$ cat src/rtl/wb_arb_pkg.sv
// ---------------------------------------------------------------------------
// wb_arb_pkg
// Shared definitions for the register-file write-port arbiter:
//   - arb_state_e  : arbiter FSM state encoding (IDLE / WAIT / STEAL)
//   - WB_REGWRITE / WB_MEMTOREG : bit positions inside the MEM/WB control field
//   - mdu_entry_t  : one buffered MDU result {live, rd, data}
//   - onehot_rd()  : 5-bit register index to 32-bit one-hot mask
// ---------------------------------------------------------------------------
package wb_arb_pkg;

    typedef enum logic [1:0] {
        ST_IDLE  = 2'd0,
        ST_WAIT  = 2'd1,
        ST_STEAL = 2'd2
    } arb_state_e;

    localparam int WB_REGWRITE = 1;
    localparam int WB_MEMTOREG = 0;

    typedef struct packed {
        logic        live;
        logic [4:0]  rd;
        logic [31:0] data;
    } mdu_entry_t;

    function automatic logic [31:0] onehot_rd(input logic [4:0] rd);
        logic [31:0] m;
        m = '0;
        m[rd] = 1'b1;
        return m;
    endfunction

endpackage

$ cat src/rtl/mdu_result_q.sv
// ---------------------------------------------------------------------------
// mdu_result_q
// Small in-order FIFO of MDU results. Entry 0 is always the head; a pop
// shifts the remaining entries down. Entries can be killed (marked dead)
// by destination register, and the live entries produce a pending mask.
//
// Ports:
//   clock, reset_n      clock / asynchronous active-low reset
//   push_i              accept an entry this cycle (caller guarantees not full)
//   push_rd_i/_data_i   destination and value of the pushed result
//   pop_i               remove the head this cycle
//   kill_i, kill_rd_i   mark every stored entry with rd == kill_rd_i dead
//   head_o              current head entry
//   count_o             registered occupancy
//   count_next_o        occupancy after this cycle's push/pop
//   pend_mask_o         OR of one-hot rd over live stored entries
// ---------------------------------------------------------------------------
module mdu_result_q
    import wb_arb_pkg::*;
#(
    parameter int DEPTH = 2,
    localparam int CNT_W = $clog2(DEPTH + 1)
) (
    input  logic             clock,
    input  logic             reset_n,
    input  logic             push_i,
    input  logic [4:0]       push_rd_i,
    input  logic [31:0]      push_data_i,
    input  logic             pop_i,
    input  logic             kill_i,
    input  logic [4:0]       kill_rd_i,
    output mdu_entry_t       head_o,
    output logic [CNT_W-1:0] count_o,
    output logic [CNT_W-1:0] count_next_o,
    output logic [31:0]      pend_mask_o
);

    mdu_entry_t       ent_q [DEPTH];
    mdu_entry_t       ent_d [DEPTH];
    mdu_entry_t       ent_k [DEPTH];
    logic [CNT_W-1:0] count_q;
    logic [CNT_W-1:0] count_d;
    logic [CNT_W-1:0] cnt_pop;
    logic             push_live;

    always_comb begin
        // A result destined for x0 is accepted but never stored.
        push_live = push_i && (push_rd_i != 5'd0);

        // Kill only looks at already-stored entries, so an entry pushed in
        // the same cycle survives.
        for (int i = 0; i < DEPTH; i++) begin
            ent_k[i] = ent_q[i];
            if (kill_i && (ent_q[i].rd == kill_rd_i)) begin
                ent_k[i].live = 1'b0;
            end
        end

        cnt_pop = count_q;
        for (int i = 0; i < DEPTH; i++) begin
            ent_d[i] = ent_k[i];
        end
        if (pop_i && (count_q != '0)) begin
            cnt_pop = count_q - 1'b1;
            for (int i = 0; i < DEPTH - 1; i++) begin
                ent_d[i] = ent_k[i + 1];
            end
            ent_d[DEPTH - 1] = '0;
        end

        count_d = cnt_pop;
        if (push_live) begin
            for (int i = 0; i < DEPTH; i++) begin
                if (cnt_pop == CNT_W'(i)) begin
                    ent_d[i].live = 1'b1;
                    ent_d[i].rd   = push_rd_i;
                    ent_d[i].data = push_data_i;
                end
            end
            count_d = cnt_pop + 1'b1;
        end

        pend_mask_o = '0;
        for (int i = 0; i < DEPTH; i++) begin
            if ((CNT_W'(i) < count_q) && ent_q[i].live) begin
                pend_mask_o = pend_mask_o | onehot_rd(ent_q[i].rd);
            end
        end
    end

    always_ff @(posedge clock or negedge reset_n) begin
        if (!reset_n) begin
            count_q <= '0;
            for (int i = 0; i < DEPTH; i++) begin
                ent_q[i] <= '0;
            end
        end else begin
            count_q <= count_d;
            for (int i = 0; i < DEPTH; i++) begin
                ent_q[i] <= ent_d[i];
            end
        end
    end

    assign head_o       = ent_q[0];
    assign count_o      = count_q;
    assign count_next_o = count_d;

endmodule

$ cat src/rtl/wb_port_arbiter.sv
// ---------------------------------------------------------------------------
// wb_port_arbiter
// Shares the single register-file write port between the MEM/WB pipeline
// writeback (priority) and buffered MDU results. MDU results drain into idle
// writeback slots; a head that has waited MAX_WAIT cycles forces a one-cycle
// STEAL that stalls the pipeline and writes the head instead.
//
// Handshake: an MDU result transfers on a rising clock edge where
// mdu_valid && mdu_ready; mdu_ready depends only on registered occupancy.
//
// Ports:
//   clock, reset_n              clock / asynchronous active-low reset
//   wb_ctl, wb_mem, wb_alu, wb_rd   MEM/WB writeback fields
//   mdu_valid, mdu_ready, mdu_rd, mdu_data   MDU result handshake
//   rf_we, rf_wa, rf_wd          register-file write port (combinational)
//   pipe_stall                   hold MEM/WB and earlier stages (STEAL only)
//   pend_mask                    registers with a live buffered MDU write
//   dbg_state                    arbiter FSM state
// ---------------------------------------------------------------------------
module wb_port_arbiter
    import wb_arb_pkg::*;
#(
    parameter int MAX_WAIT = 8,
    parameter int DEPTH    = 2
) (
    input  logic        clock,
    input  logic        reset_n,
    input  logic [1:0]  wb_ctl,
    input  logic [31:0] wb_mem,
    input  logic [31:0] wb_alu,
    input  logic [4:0]  wb_rd,
    input  logic        mdu_valid,
    output logic        mdu_ready,
    input  logic [4:0]  mdu_rd,
    input  logic [31:0] mdu_data,
    output logic        rf_we,
    output logic [4:0]  rf_wa,
    output logic [31:0] rf_wd,
    output logic        pipe_stall,
    output logic [31:0] pend_mask,
    output logic [1:0]  dbg_state
);

    localparam int CNT_W = $clog2(DEPTH + 1);

    arb_state_e       state_q, state_d;
    logic [7:0]       age_q, age_d;
    logic             pwr;
    logic [31:0]      pipe_data;
    mdu_entry_t       head;
    logic [CNT_W-1:0] count;
    logic [CNT_W-1:0] count_next;
    logic             q_full;
    logic             q_nonempty;
    logic             push, pop, kill;
    logic             we_c;
    logic [4:0]       wa_c;
    logic [31:0]      wd_c;

    assign pwr        = wb_ctl[WB_REGWRITE] && (wb_rd != 5'd0);
    assign pipe_data  = wb_ctl[WB_MEMTOREG] ? wb_mem : wb_alu;
    assign q_full     = (count == CNT_W'(DEPTH));
    assign q_nonempty = (count != '0);

    // Held low during reset even though the empty queue would say "ready".
    assign mdu_ready  = reset_n && !q_full;
    assign push       = mdu_valid && mdu_ready;

    mdu_result_q #(.DEPTH(DEPTH)) u_q (
        .clock        (clock),
        .reset_n      (reset_n),
        .push_i       (push),
        .push_rd_i    (mdu_rd),
        .push_data_i  (mdu_data),
        .pop_i        (pop),
        .kill_i       (kill),
        .kill_rd_i    (wb_rd),
        .head_o       (head),
        .count_o      (count),
        .count_next_o (count_next),
        .pend_mask_o  (pend_mask)
    );

    // Port grant: STEAL first, then the pipeline, then an idle-slot drain.
    always_comb begin
        we_c = 1'b0;
        wa_c = '0;
        wd_c = '0;
        pop  = 1'b0;
        kill = 1'b0;
        if (state_q == ST_STEAL) begin
            pop  = q_nonempty;
            we_c = q_nonempty && head.live;
            wa_c = head.rd;
            wd_c = head.data;
        end else if (pwr) begin
            we_c = 1'b1;
            wa_c = wb_rd;
            wd_c = pipe_data;
            // The pipeline instruction is younger than any buffered result.
            kill = 1'b1;
        end else if (q_nonempty) begin
            pop  = 1'b1;
            we_c = head.live;
            wa_c = head.rd;
            wd_c = head.data;
        end
    end

    assign rf_we = reset_n && we_c;
    assign rf_wa = reset_n ? wa_c : 5'd0;
    assign rf_wd = reset_n ? wd_c : 32'd0;

    // Age of the current head: restarts whenever a new entry becomes head
    // (pop, or a push into an empty queue), saturates at MAX_WAIT.
    always_comb begin
        if (!q_nonempty || pop) begin
            age_d = '0;
        end else if (age_q != 8'(MAX_WAIT)) begin
            age_d = age_q + 8'd1;
        end else begin
            age_d = age_q;
        end
    end

    // STEAL is entered so that it coincides with the cycle in which the
    // head's age equals MAX_WAIT; the head can only age while pwr holds.
    always_comb begin
        state_d = state_q;
        case (state_q)
            ST_IDLE: begin
                if (count_next != '0) state_d = ST_WAIT;
            end
            ST_WAIT: begin
                if (count_next == '0) begin
                    state_d = ST_IDLE;
                end else if (pwr && (age_d == 8'(MAX_WAIT))) begin
                    state_d = ST_STEAL;
                end
            end
            ST_STEAL: begin
                state_d = (count_next != '0) ? ST_WAIT : ST_IDLE;
            end
            default: state_d = ST_IDLE;
        endcase
    end

    always_ff @(posedge clock or negedge reset_n) begin
        if (!reset_n) begin
            state_q <= ST_IDLE;
            age_q   <= '0;
        end else begin
            state_q <= state_d;
            age_q   <= age_d;
        end
    end

    assign pipe_stall = (state_q == ST_STEAL);
    assign dbg_state  = state_q;

endmodule

$ cat config.mk
export PLATFORM = sky130hd
export DESIGN_NAME = wb_port_arbiter
export DESIGN_NICKNAME = d
export VERILOG_FILES = /design/src/rtl/wb_arb_pkg.sv /design/src/rtl/mdu_result_q.sv /design/src/rtl/wb_port_arbiter.sv
export SDC_FILE = /design/constraint.sdc
export NUM_CORES = 1
export LEC_CHECK = 0
export ABC_CLOCK_PERIOD_IN_PS = 3270
export CORE_MARGIN = 2
export CORE_UTILIZATION = 48
export DETAILED_ROUTE_END_ITERATION = 12
export PLACE_DENSITY = 0.89
export SLEW_MARGIN = 10
export SYNTH_ARGS = -nofsm -noshare
export SYNTH_HDL_FRONTEND = slang
export SYNTH_HIERARCHICAL = 1
export SYNTH_SLANG_ARGS = --single-unit
$ cat constraint.sdc
create_clock -name clock -period 3.27 [get_ports clock]
set_clock_uncertainty 0.05 [all_clocks]
set_input_delay 0.4905 -clock clock [delete_from_list [all_inputs] [get_ports clock]]
set_output_delay 0.4905 -clock clock [all_outputs]
set_load 0.05 [all_outputs]
## Yosys cells after proc, flatten, opt, wreduce, memory -nomap -nowiden

Cells that the tools add are included.

| storage, ports and cells | value |
|---|---|
| register bits after elaboration | 88 |
| input port bits | 111 |
| output and inout port bits | 74 |
| word-level logic and storage cells | 92 |

| operators by class | value |
|---|---|
| add/subtract/negate cells | 3 |
| order comparisons | 6 |
| equal/unequal tests | 10 |
| muxes and demuxes | 38 |
| bitwise gates (word level) | 1 |
| reduce and logical (&&, ||, !) cells | 25 |

Operator list:

| kind | count |
|---|---|
| $mux 32 | 7 |
| $mux 76 | 2 |
| $mux 38 | 2 |
| $or 32x32->32 | 1 |
| $mux 5 | 4 |
| $mux 8 | 2 |
| $logic_and 1x1->1 | 14 |
| $mux 1 | 13 |
| $lt 5x6->1 const B | 2 |
| $demux 1 s5 | 2 |
| $eq 5x5->1 | 2 |
| $ge 5x1->1 const B | 2 |
| $mux 2 | 5 |
| $reduce_bool 5->1 | 2 |
| $add 8x1->8 const B | 1 |
| $eq 8x4->1 const B | 1 |
| $ne 8x4->1 const B | 1 |
| $logic_not 2->1 | 3 |
| $pmux 2 s3 | 1 |
| $eq 2x1->1 const B | 2 |
| $eq 2x2->1 const B | 2 |
| $lt 1x2->1 const A | 2 |
| $reduce_bool 2->1 | 2 |
| $ne 3x3->1 const B | 1 |
| other kinds (6) | 7 |

## Logic depth before layout (Yosys ltp)

Gate-level depths: netlist of run 1.

| logic depth | value |
|---|---|
| depth after elaboration | 11 |
| depth in mapped cells | 16 |
| gate-level depth less buffers | 11 |

## Hierarchy

Netlist of run 1, hierarchy kept.

By module, submodules not included:

| module | times used | cells an instance | area each (µm²) | sequential area each (µm²) |
|---|---|---|---|---|
| mdu_result_q | 1 | 479 | 4381.7 | 1951.9 |
| wb_port_arbiter | 1 | 205 | 1659.1 | 250.2 |

## Worst setup path after synthesis of run 1

OpenSTA, ideal clock, no wires.

| timing path | value |
|---|---|
| path type | input to register |
| start point | input wb_rd[1] |
| end point | register u_q.ent_q, in the netlist u_q/ent_k[11] |
| setup time | 0.135 ns |
| arrival time | 3.153 ns |
| data required time | 3.085 ns |
| slack | -0.068 ns |
| cell stages on the path | 14 |
| path buffers | 5 |
| path through | or4_1 o211a_1 buf_4 buf_2 nor2_1 nand2b_1 buf_2 buf_2 a21oi_1 ha_1 inv_1 a211oi_2 clkbuf_1 o21ai_0 |

RTL lines:

| element | line | source |
|---|---|---|
| from (decl) | wb_port_arbiter.sv:31 | `input logic [4:0] wb_rd,` |
| to (signal, indexed assignment) | mdu_result_q.sv:100 | `ent_q[i] <= ent_d[i];` |
| to (decl) | mdu_result_q.sv:38 | `mdu_entry_t ent_q [DEPTH];` |

## Final worst setup path of run 1

| timing path | value |
|---|---|
| start point | input wb_rd[3] |
| end point | output rf_wa[0] |

| on the way | value |
|---|---|
| word-level cells in the longest chain between the ends | 5 |

RTL lines:

| element | line | source |
|---|---|---|
| $reduce_bool 5->1 | wb_port_arbiter.sv:60 | `assign pwr = wb_ctl[WB_REGWRITE] && (wb_rd != 5'd0);` |
| $logic_and 1x1->1 | wb_port_arbiter.sv:60 |  |
| $mux 5 | wb_port_arbiter.sv:96 | `end else if (pwr) begin` |
| $mux 5 | wb_port_arbiter.sv:91 | `if (state_q == ST_STEAL) begin` |
| $mux 5 | wb_port_arbiter.sv:111 | `assign rf_wa = reset_n ? wa_c : 5'd0;` |
| to (decl) | wb_port_arbiter.sv:37 | `output logic [4:0] rf_wa,` |

No other way between the ends.

==> results.md, run 1 <==
- Initial DRC count: 336
- Min cycle time layout: 3210 ps
- Clk pwr share: 15.8%
- Syn. warnings: 6
- Routed Antenna Nets: 0
- Worst Path Required: 2730 ps
- Final worst path period share: 98.1%
- Unrepaired setup endpoints after global routing: false
- Area delta synth->final: 40.7%
- Cell variety after synth: 49
- GRT overflow: 0
- Drt pass-1 iters: 5
- Die H: 116 um
- # rows: 40
- Placed Area: 8040 um2
- Worst Setup Path Type: in -> out
- Total of max-cap violations: 0
- Design Area, Final: 8500 um2
- Clk sinks: 88
- Nets: 933
- Fillers: 880
- Worst slew margin: 53.3%
- I/O Pins: 185
- Die area: 13500 um2
- Clk_lat worst skew: 330 ps
- Static leakage: 3.80 nW
- Outcome: finished, final reports clean
- Syn Std Cell Area: 6040 um2
- Worst Setup SP: wb_rd[3]
- Seq cells post-synth: 88
- Port buffer count: 184
- Synthesized instance count: 684
- Total power: 5.83 mW
- CTS Hold Buffers Added: 0
- Dpl cells: 968
- Net Switching: 2.45 mW
- VDD IR max: 0.454 mV
- Cell Pwr Density: 685 nW/um2
- Area of the multi-input gates: 3230 um2
- Max clock buf depth: 2
- CTS tree: done
- Largest net degree at the start of global routing: 70
- Vias in the first global route: 5438
- Setup_tns: 0 ps
- Hold Slack: 205 ps
- Root buf cell: clkbuf_16
- Fin. max-slew vios: 0
- Storage cell area: 2200 um2
- Routed len/inst: 17.0 um
- Fmax: 312 MHz
- Worst-path fanout max: 8
- Nature of the critical path endpoint: output pin
- Pre-CTS WS: -146 ps
- Routability cong.: 0.886
- Clk pin slew, worst setup/hold paths: 60 ps
- Initial Utilization: 49.7%
- Setup slack after layout: 63.7 ps
- Share of layout cells above drive strength 1: 20.1%
- Vias after detailed routing: 5571
- H-tree depth: 3
- DP HPWL: 11700 um
- Final hold vios: 0
- Avg Inst Size Synth: 8.83 um2
- Switch share: 42.1%
- Post-Syn Nets: 801
- Internal: 3.37 mW
- RR Startpoint: dbg_state[0]$_DFFE_PN0P_
- Initial antenna violation count: 0
- Synth Flop Type: dfrtp_1
- First-pass GRT wire length: 26000 um
- Comb power frac: 49.6%
- Flop pwr share: 34.6%
- GRT Util Overall: 24.0%
- Final setup vio count: 0
- Sequential share of the synthesized area: 36.5%
- Hold Path Class: in -> async
- Vias per cell: 5.64
- Final WL: 16800 um
- Element type at the critical path start: input port
- TritonCTS Buffers: 9
- Non-filler cells, final: 988
- Core area: 12200 um2
- ANT cells: 0
- Crit path arrival time: 2670 ps
- Die X: 116 um
- Layout Utilization: 69.9%
- Asr flop ratio synth: 100%
- DRC: 0
- Post-synth EDFFs: 0
- Worst-margin pin slew: 700 ps
[worst max-delay path: stages]
cell and delay, ps:
clkdlybuf4s50_1 440, or4_4 510, o211a_4 290, a21oi_4 130, buf_12 160, buf_12 130
a22oi_1 100, nor2b_1 200, clkbuf_16 190
[cell usage after synthesis, drive strengths merged, types with 6 or more instances]
| cell type | n | area [um2] |
|---|---|---|
| o22ai | 32 | 200 |
| clkbuf | 24 | 93.8 |
| nand3b | 7 | 52.6 |
| xnor2 | 8 | 70.1 |
| mux2 | 32 | 360 |
| nor2b | 39 | 244 |
| nand2 | 129 | 484 |
| xor2 | 12 | 105 |
| buf | 67 | 534 |
| nor2 | 22 | 82.6 |
| a22oi | 37 | 278 |
| dfrtp | 88 | 2200 |
| nand3 | 8 | 40.0 |
| o21ai | 76 | 418 |
| inv | 12 | 45.0 |
| mux2i | 39 | 390 |
| ha | 6 | 75.1 |
[layout by cell type (no fill, tap or decap), types with 2 or more instances in the layout]
cell,n
a31oi_1,3
buf_12,39
o22ai_1,32
or3_1,5
or3b_2,4
and2_1,2
clkbuf_16,15
dfrtp_1,88
ha_1,6
nor3_1,2
mux2i_1,39
inv_1,12
and4_1,3
a21oi_1,2
nor2b_2,9
a21oi_4,2
o21ai_1,31
nand2_1,129
nor2_1,22
mux2_2,32
nor4_1,3
nor2b_1,29
a21o_1,2
xor2_1,12
dlymetal6s2s_1,18
o21ai_2,10
clkinv_2,2
clkdlybuf4s50_1,110
buf_4,38
o21ai_0,35
a22oi_1,37
nand3b_1,7
nand3_1,8
xnor2_1,8
clkinvlp_4,2
[layer usage]
metal  part of all wire [%]  vias up  routed length, um  track usage, %
met1                     41     2708               6850            30.6
met5                      0        -                  0               0
li1                       -     2601                  -               -
met3                    5.9       33                988            3.37
met4                    2.0        0                329            7.30
met2                     51      229               8600            42.5
[cell families (layout without fill, tap and decap cells)]
logic type      Yosys count  count (layout)  synth area share, %
compound gates          160             160                 16.8
xor+xnor                 20              20                 2.90
fa+ha+maj                 6               6                 1.24
buf+inv                 103             239                 11.1
flops                    88              88                 36.5
mux                      71              71                 12.4
simple gates            236             236                 19.0
[sequential cells by signal (all words and copies together) (netlist names)]
name,flops
age_q,8
dbg_state,2
u_q/count_o,2
u_q/ent_k,37
u_q/ent_q,1
u_q/head_o,38
[cell type report]
type | instances | area share [%]
clock buffers | 10 | 2.69
flip-flops and latches | 88 | 25.9
multi-input cells | 493 | 38.0
well taps | 168 | 2.47
repair buffers | 212 | 30.0
clock inverters | 5 | 0.397
inverters | 12 | 0.530
[power by group through the flow]
stage,registers [mW],logic [mW],clock network (mW)
4_1_cts,2.00,2.75,0.939
3_5_place_dp,2.01,2.73,0
5_1_grt,2.07,3.14,0.981
3_3_place_gp,2.00,2.63,0
2_1_floorplan,1.83,2.28,0
6_report,2.02,2.89,0.920
[final timing paths]
check | to | slack (ps) | cells past startpoint
worst max-delay path | rf_wa[0] | 60 | 9
worst min-delay path | u_q/count_o[0]$_DFF_PN0_ | 210 | 2
worst max register to register | u_q/ent_k[20]$_DFF_PN0_ | 620 | 11
worst min register to register | u_q/ent_k[26]$_DFF_PN0_ | 470 | 2
max in group asynchronous | u_q/ent_k[16]$_DFF_PN0_ | 2250 | 3
min in group clock | u_q/ent_k[26]$_DFF_PN0_ | 470 | 2
[what timing repair did]
item / in CTS / in global routing
resized for setup: 0 / 32
buffers inserted: 0 / 1
setup endpoints to repair: 0 / 52
Note: power is estimated with default switching activity, not from simulation.
==> run 2: changes to the inputs <==
--- a/config.mk
+++ b/config.mk
@@ -15,3 +15,4 @@
 export SYNTH_HDL_FRONTEND = slang
 export SYNTH_HIERARCHICAL = 1
 export SYNTH_SLANG_ARGS = --single-unit
+export TNS_END_PERCENT = 20
==> run 2 against run 1 <==
  * First-iteration DRC count is 9.8% higher
  * Utilization fell by 1.1 points
  * Critical path depth down 1
  * Hold slack improved by 4.6 ps
  * Cell count fell by 0.51%
  * Sequential cell count stayed put
  * Non-clock buffer count is 5 lower
  * Clock-buffer cell count did not move
  * Design area down 1.6%
  * Critical path type unchanged
==> results.md, run 2 (same netlist as run 1, synthesis figures left out) <==
- Routability cong.: 0.886
- Fin. max-slew vios: 0
- Initial Utilization: 49.7%
- Vias per cell: 5.54
- Area delta synth->final: 38.5%
- Worst slew margin: 53.4%
- Crit path arrival time: 2680 ps
- Setup_tns: 0 ps
- Fillers: 912
- Routed Antenna Nets: 0
- Cell Pwr Density: 681 nW/um2
- Min cycle time layout: 3220 ps
- VDD IR max: 0.446 mV
- RR Startpoint: dbg_state[0]$_DFFE_PN0P_
- Port buffer count: 184
- Die area: 13500 um2
- CP most frequent cell: buf_12
- Max FFs per register: 38
- Crit path max-delay cell type: or4_4
- Design Area, Final: 8370 um2
- TritonCTS Buffers: 9
- First-pass GRT wire length: 26000 um
- Nets: 928
- Total of max-cap violations: 0
- I/O Pins: 185
- Root buf cell: clkbuf_16
- Delay-heaviest family, CP: buffers and inverters
- Initial DRC count: 369
- Vias in the first global route: 5438
- R2r setup slk: 620 ps
- Max clock buf depth: 2
- Critical path's largest stage delay: 570 ps
- # rows: 40
- RR Endpoint: u_q/ent_k[20]$_DFF_PN0_
- Final worst path period share: 98.4%
- Worst Setup Path Type: in -> out
- DP HPWL: 11700 um
- Unrepaired setup endpoints after global routing: false
- Static leakage: 3.72 nW
- H-tree depth: 3
- Hold Path Class: in -> async
- Fmax: 311 MHz
- Drt pass-1 iters: 6
- CTS tree: done
- Clk sinks: 88
- Nature of the critical path endpoint: output pin
- Outcome: finished, final reports clean
- Placed Area: 8040 um2
- GRT Util Overall: 24.0%
- Vias after detailed routing: 5444
- Share of layout cells above drive strength 1: 19.3%
- Storage cell area: 2200 um2
- Initial antenna violation count: 0
- Worst-margin pin slew: 699 ps
- GRT overflow: 0
- Post-CTS setup buffer count: 0
- Area of the multi-input gates: 3220 um2
- Clk_lat worst skew: 330 ps
- Die H: 116 um
- Most frequent cells in the layout: nand2_1, clkdlybuf4s50_1, dfrtp_1
- Routed len/inst: 16.3 um
- Crit-path cells: clkdlybuf4s50_1, or4_4, o211a_4, a21oi_4, buf_12, a22oi_1, nor2b_1, buf_12
- Final WL: 16100 um
- Clk pin slew, worst setup/hold paths: 60 ps
- Final setup vio count: 0
- ANT cells: 0
- Reg2Reg Depth: 11
- Final hold vios: 0
- Die X: 116 um
- Commonest non-fill, non-tap cell in the layout: nand2_1
- DRC: 0
- Buf/Inv on CP: 3
- Largest net degree at the start of global routing: 70
- Worst Path Required: 2730 ps
- Element type at the critical path start: input port
- Worst-path fanout max: 18
- Core area: 12200 um2
[run 2: cell count changes in the layout (fill, tap and decap cells not counted)]
cell,change
nor2b_1,+3
dlymetal6s2s_1,-2
clkdlybuf4s50_1,+2
nor2b_2,-3
buf_12,+2
buf_6,-1
clkbuf_16,-6
[run 2: through the flow]
stage          utilization [%]  worst slack, ps  hold WS (ps)  instances  power (mW)
6_report                  68.8             51.3           210        983        5.70
5_1_grt                   68.8             6.15           264        983        6.07
4_1_cts                   68.3             6.71           213        983        5.69
3_5_place_dp              66.1             -146           461        968        4.75
3_3_place_gp              66.1             10.5           453        968        4.63
2_1_floorplan                -             39.8           145        684        4.11
[run 2: power by group]
group	internal, mW	total [mW]	switching (mW)
Clock	0.510	0.916	0.406
Combinational	1.22	2.77	1.55
Sequential	1.57	2.01	0.442
[run 2: worst max-delay path by stage]
stage	from	endpoint	slack (ps)	depth (start not counted)
after floorplan	wb_rd[1]	u_q/ent_k[25]$_DFF_PN0_	40	15
after global placement	wb_rd[2]	u_q/ent_k[23]$_DFF_PN0_	10	12
after detailed placement	wb_rd[1]	u_q/ent_k[18]$_DFF_PN0_	-150	12
after CTS	wb_rd[1]	rf_wd[22]	7	8
after global routing	wb_rd[1]	rf_wd[14]	6	8
final	wb_rd[1]	rf_wd[20]	50	8
[run 2: timing repair]
item                       in CTS  in global routing
setup endpoints to repair       0                 52
hold buffers                    0                  0
gates resized for setup         0                 24
[run 2: routing by layer]
metal | up-vias | share of wire, % | global-route usage (%)
met5 | - | 0 | 0
met4 | 0 | 1.8 | 7.30
met3 | 29 | 5.5 | 3.37
met2 | 210 | 51 | 42.5
met1 | 2613 | 41 | 30.6
li1 | 2592 | - | -
[run 2: area by class of cell]
type                    count  area share (%)
clock buffers              10            2.74
well taps                 168            2.51
multi-input cells         493            38.5
clock inverters             5           0.404
flip-flops and latches     88            26.3
repair buffers            207            29.0
inverters                  12           0.538
